<file path="config.mk">
export PLATFORM = sky130hd
export DESIGN_NAME = bf_tape_ctrl
export DESIGN_NICKNAME = d
export VERILOG_FILES = /design/src/rtl/bf_tape_ctrl.sv
export SDC_FILE = /design/constraint.sdc
export NUM_CORES = 2
export LEC_CHECK = 0
export CAP_MARGIN = 20
export CORE_UTILIZATION = 25
export DETAILED_ROUTE_END_ITERATION = 8
export SLEW_MARGIN = 0
export SYNTH_ARGS = -nofsm -noshare
export SYNTH_HDL_FRONTEND = slang
export SYNTH_SLANG_ARGS = --single-unit
</file>
<file path="constraint.sdc">
create_clock -name working_clock -period 19.4 [get_ports working_clock]
set_input_delay 3.88 -clock working_clock [delete_from_list [all_inputs] [get_ports working_clock]]
set_output_delay 3.88 -clock working_clock [all_outputs]
set_load 0.01 [all_outputs]
</file>
<file path="src/rtl/bf_tape_ctrl.sv">
// bf_tape_ctrl: data-tape controller for the Brainfuck execution core.
// Holds DEPTH cells of CELL_W bits. Accepts one command per clock while
// READY, and sweeps the whole array to zero after reset or a CLEAR command.
//
// Ports:
//   working_clock  sole clock, rising edge
//   reset          synchronous, active-high
//   cmd_valid      command present this cycle
//   cmd_op         0 NOP, 1 INC, 2 DEC, 3 SET, 4 RIGHT, 5 LEFT, 6 REWIND, 7 CLEAR
//   cmd_data       value for SET
//   available      high in READY; a command is taken iff cmd_valid && available
//   tape_symbol    cell[tape_ptr], forced to 0 while not available
//   tape_zero      tape_symbol == 0
//   tape_ptr       current pointer
//   ptr_fault      sticky flag for an attempted move past an end (WRAP_PTR=0)
//
// state    | meaning
// ---------+-----------------------------------------------------------
// ST_CLEAR | sweep: one cell zeroed per edge, commands ignored
// ST_READY | commands accepted, one cell written at most per edge
module bf_tape_ctrl #(
   parameter int CELL_W   = 8,
   parameter int DEPTH    = 256,
   parameter int PTR_W    = 8,
   parameter int WRAP_PTR = 0
) (
   input  logic              working_clock,
   input  logic              reset,
   input  logic              cmd_valid,
   input  logic [2:0]        cmd_op,
   input  logic [CELL_W-1:0] cmd_data,
   output logic              available,
   output logic [CELL_W-1:0] tape_symbol,
   output logic              tape_zero,
   output logic [PTR_W-1:0]  tape_ptr,
   output logic              ptr_fault
);

   localparam logic [2:0] OP_NOP    = 3'd0;
   localparam logic [2:0] OP_INC    = 3'd1;
   localparam logic [2:0] OP_DEC    = 3'd2;
   localparam logic [2:0] OP_SET    = 3'd3;
   localparam logic [2:0] OP_RIGHT  = 3'd4;
   localparam logic [2:0] OP_LEFT   = 3'd5;
   localparam logic [2:0] OP_REWIND = 3'd6;
   localparam logic [2:0] OP_CLEAR  = 3'd7;

   localparam logic [PTR_W-1:0] PTR_MAX = PTR_W'(DEPTH - 1);

   typedef enum logic [1:0] {
      ST_CLEAR = 2'b00,
      ST_READY = 2'b01
   } state_t;

   state_t            state_q, state_d;
   logic [PTR_W-1:0]  idx_q, idx_d;
   logic [PTR_W-1:0]  ptr_q, ptr_d;
   logic              fault_q, fault_d;
   logic              wr_en;
   logic [PTR_W-1:0]  wr_addr;
   logic [CELL_W-1:0] wr_data;
   logic [CELL_W-1:0] cur_cell;
   logic [CELL_W-1:0] cells [DEPTH];

   assign cur_cell = cells[ptr_q];

   always_ff @(posedge working_clock) begin
      if (reset) begin
         state_q <= ST_CLEAR;
         idx_q   <= '0;
         ptr_q   <= '0;
         fault_q <= 1'b0;
      end else begin
         state_q <= state_d;
         idx_q   <= idx_d;
         ptr_q   <= ptr_d;
         fault_q <= fault_d;
      end
   end

   // The array has no reset of its own; the sweep is what zeroes it. Reset
   // still blocks the write so a command coincident with reset is dropped.
   always_ff @(posedge working_clock) begin
      if (!reset && wr_en) begin
         cells[wr_addr] <= wr_data;
      end
   end

   always_comb begin
      state_d = state_q;
      idx_d   = idx_q;
      ptr_d   = ptr_q;
      fault_d = fault_q;
      wr_en   = 1'b0;
      wr_addr = ptr_q;
      wr_data = cur_cell;
      case (state_q)
         ST_CLEAR: begin
            wr_en   = 1'b1;
            wr_addr = idx_q;
            wr_data = '0;
            idx_d   = idx_q + 1'b1;
            if (idx_q == PTR_MAX) begin
               state_d = ST_READY;
            end
         end
         ST_READY: begin
            if (cmd_valid) begin
               case (cmd_op)
                  OP_INC: begin
                     wr_en   = 1'b1;
                     wr_data = cur_cell + 1'b1;
                  end
                  OP_DEC: begin
                     wr_en   = 1'b1;
                     wr_data = cur_cell - 1'b1;
                  end
                  OP_SET: begin
                     wr_en   = 1'b1;
                     wr_data = cmd_data;
                  end
                  OP_RIGHT: begin
                     if (ptr_q != PTR_MAX) begin
                        ptr_d = ptr_q + 1'b1;
                     end else if (WRAP_PTR != 0) begin
                        ptr_d = '0;
                     end else begin
                        fault_d = 1'b1;
                     end
                  end
                  OP_LEFT: begin
                     if (ptr_q != '0) begin
                        ptr_d = ptr_q - 1'b1;
                     end else if (WRAP_PTR != 0) begin
                        ptr_d = PTR_MAX;
                     end else begin
                        fault_d = 1'b1;
                     end
                  end
                  OP_REWIND: ptr_d = '0;
                  OP_CLEAR: begin
                     ptr_d   = '0;
                     fault_d = 1'b0;
                     idx_d   = '0;
                     state_d = ST_CLEAR;
                  end
                  default: ;
               endcase
            end
         end
         default: begin
            state_d = ST_CLEAR;
            idx_d   = '0;
         end
      endcase
   end

   assign available   = (state_q == ST_READY);
   assign tape_symbol = available ? cur_cell : '0;
   assign tape_zero   = (tape_symbol == '0);
   assign tape_ptr    = ptr_q;
   assign ptr_fault   = fault_q;

endmodule

</file>
==> impl_results.md <==
* Reg2Reg Depth at 19
* DP HPWL at 125,000 µm
* Compound-gate portion of the synthesized area at 1.75%
* Worst Clk Skew at 0.0402 ns
* First-pass GRT wire length at just under 300,000 µm
* CP endpoint kind: output port
* Seq/Total Area, Yosys at 76.4%
* Die H at roughly 570 µm
* Initial drt markers at 4,434
* Total power at between 0.008 and 0.009 W
* Pleak at 26.9 nW
* Design Area, Final at 0.0931 mm²
* CP most frequent cell: buf_4
* PwrDens at roughly 93 mW/mm²
* Routed vias at 38,646
* DIE AREA at approximately 0.33 mm²
* Initial antenna violation count at 7
* Vias in the first global route at 39,409
* Commonest cells post-synth: 2,048 x edfxtp_1, 605 x mux4_2, 316 x nor2_1, 92 x clkbuf_1, 67 x nand2_1
* Final Hold Viols at 0
* Period utilisation layout at 61.2%
* Share of cells above drive strength 1 at roughly a quarter
* CTS tree: built
* Synth cell types at 72
* Top post-synthesis cells by area: edfxtp_1 76%, mux4_2 17%, nor2_1 1.5%
* Worst min path class: reg -> reg
* WP data arrival at roughly 8.0 ns
* Top-count cell post-synth: edfxtp_1
* Area Overhead vs Synth at 14.7%
* Synthesis Warnings at 0
* Ys async rst share at 0%
* Worst vdd ir at ~0.077 mV
* R2R setup slack at 9.88 ns
* Worst-Skew Late Latency at 0.85 ns
* Largest family of logic cells by synthesized area: multiplexers
* Post-Syn Instances at ~3,700
* # H-tree levels at 4
* Max Cap Viol at 0
* Adder-cell share of the synthesized area at 0.250%
* DR pass1 iterations at 5
* Crit-path cells: buf_4, buf_4, buf_4, mux4_2, and2_1, a2111oi_0, o22ai_1, a211oi_1, a211o_1, nand3_1, a2111oi_4, clkdlybuf4s50_1
* Port Buf Inserts at 32
* PostCTS Resize Cnt at 0
* R2r endpoint: cells[255][6]$_DFFE_PP_
* CP Max Fanout at 61
* CP required at 15.52 ns
* Yosys top cell area share at 75.7%
* Routed vias/inst at 4.68
* Critical path's largest stage delay at 0.94 ns
* Final setup fails at 0
* Num rows at 208
* Post-synthesis net count at 3,718
* Fmax at about 0.084 GHz
* Xor and xnor area share after synthesis at less than 1%
* Worst setup path endpoint: tape_zero
* Nets at approximately 3,800
* Area of the core at 0.322 mm²
* RSZ-0062 raised after global routing: no
* Die Wd at around 570 µm
* Setup Crit Path Kind: reg -> out
* Mux contribution to synthesized area at 17.3%
* Worst setup SP type: register
* Outcome: finished clean
* Mapped Area at 0.0812 mm²
* Yosys top cell by area: edfxtp_1
* Routed WL at ~210,000 µm
* GRT Total Usage at roughly an eighth
* Slowest-stage cell, CP: buf_4
* Clock tree sinks at 2,074
* Worst slew margin at about 20%
* Fin crit period at 11.88 ns
* Clock Path Buffers at 3
* Root Buffer: clkbuf_16
* ANT nets after route at 0
* EDFF count, synth at around 2,000
* Drt wl/cell at 24.8 µm
* Post-DP Area at 0.0866 mm²
* Total grt overflow at 0
* Post-Synth Simple-Gate Area at 2.75%
* Pin count of the biggest net entering global routing at 257
* Post-CTS Hold Fix Bufs at 0
* Total CTS buffers at 197
* Setup WS pre-CTS at slightly above 8 ns
* Mean Syn Cell Area at 22.0 µm²
* Final worst slack at 7.52 ns
* Worst-Margin Slew at roughly 1.2 ns
* Worst-path clk slew at 0.06 ns
* Setup bufs post-CTS at 0
* DR DRC count at 0
* Main flop type after synthesis: edfxtp_1
* Max Slew Vio Count at 0
* Setup TNS at 0 ns
* GP Congestion at roughly 0.83
* I/O pin cnt at 33
* Initial core utilization at between 20 and 30%
* Flip-flop and latch count after synthesis at 2,074
where the power goes:
group / switching (W) / internal [W]
logic: 0.0000333 / 0.0000138
clock network: 0.00164 / 0.00214
registers: 0.00000147 / 0.00485
total: 0.00167 / 0.00700
metrics by stage:
stage	hold slack, ns	std cells	util (%)
2_1_floorplan	0.503	3689	-
3_3_place_gp	0.531	7888	26.9
3_5_place_dp	0.547	7890	26.9
4_1_cts	0.561	8239	28.8
5_1_grt	0.596	8262	28.9
6_report	0.552	8264	28.9
layout by cell type (no fill, tap or decap), drive strengths merged, types with 5 or more instances in the layout:
cell / synthesis / layout
edfxtp: 2048 / 2048
mux4: 605 / 605
nor2: 316 / 316
clkbuf: 92 / 241
buf: 119 / 97
clkinv: 2 / 83
nand2: 67 / 67
a21oi: 48 / 48
a22oi: 42 / 42
mux2i: 35 / 35
clkdlybuf4s50: 0 / 32
nand3: 27 / 27
dfxtp: 26 / 26
o22ai: 21 / 21
inv: 15 / 21
bufinv: 0 / 18
nor3: 18 / 18
o21ai: 18 / 18
nand2b: 14 / 14
ha: 13 / 13
a211oi: 12 / 12
xnor2: 11 / 11
nor2b: 11 / 11
nand3b: 10 / 10
nor4: 9 / 9
nand4: 8 / 8
a31oi: 8 / 8
mux2: 7 / 7
o31ai: 7 / 7
and2: 6 / 6
o211ai: 5 / 5
o21bai: 5 / 5
or2: 5 / 5
a221oi: 5 / 5
how the worst min path moves through the flow:
stage                      startpoint                     end  depth (start not counted)
6_report       ptr_fault$_SDFFE_PP0P_  ptr_fault$_SDFFE_PP0P_                          2
4_1_cts         idx_q[0]$_SDFFE_PP0P_   idx_q[0]$_SDFFE_PP0P_                          2
3_5_place_dp    idx_q[6]$_SDFFE_PP0P_   idx_q[6]$_SDFFE_PP0P_                          2
5_1_grt        ptr_fault$_SDFFE_PP0P_  ptr_fault$_SDFFE_PP0P_                          2
2_1_floorplan   idx_q[6]$_SDFFE_PP0P_   idx_q[6]$_SDFFE_PP0P_                          2
3_3_place_gp    idx_q[6]$_SDFFE_PP0P_   idx_q[6]$_SDFFE_PP0P_                          2
layout make-up:
type	count	area, µm²
Multi-Input combinational cell	1387	18100
Timing Repair Buffer	129	1240
Sequential cell	2074	62000
Clock buffer	241	5210
Fill cell	31366	229000
Antenna cell	3	7.51
Clock inverter	108	1040
Tap cell	4305	5390
Inverter	17	71.3
layer usage:
layer | track usage [%] | vias up | routed length (µm)
met5 | 0 | - | 24
met4 | 4.63 | 4 | 7070
met3 | 2.47 | 307 | 14900
met2 | 20.9 | 1583 | 102000
met1 | 15.8 | 20982 | 80900
li1 | - | 15770 | -
worst max-delay path: cells and delay by family (launching register included):
family / cells / cell delay, ns
AO/OA/AOI/OAI: 5 / 2.17
multiplexers: 1 / 0.42
buffers and inverters: 4 / 3.23
flip-flops: 1 / 0.77
AND/OR/NAND/NOR: 2 / 0.38
logic make-up after synthesis:
| logic type | after synthesis |
|---|---|
| simple gates | 507 |
| mux | 647 |
| buf+inv | 228 |
| flops | 2074 |
| xor+xnor | 12 |
| fa+ha+maj | 15 |
| compound gates | 206 |
flip-flops by register name (all words and copies together), names as in the netlist, named ones only:
signal and count:
cells 2048, idx_q 8, ptr_fault 1, state_q 1
tape_ptr 8
No activity file was read; power rests on OpenSTA's default activity.
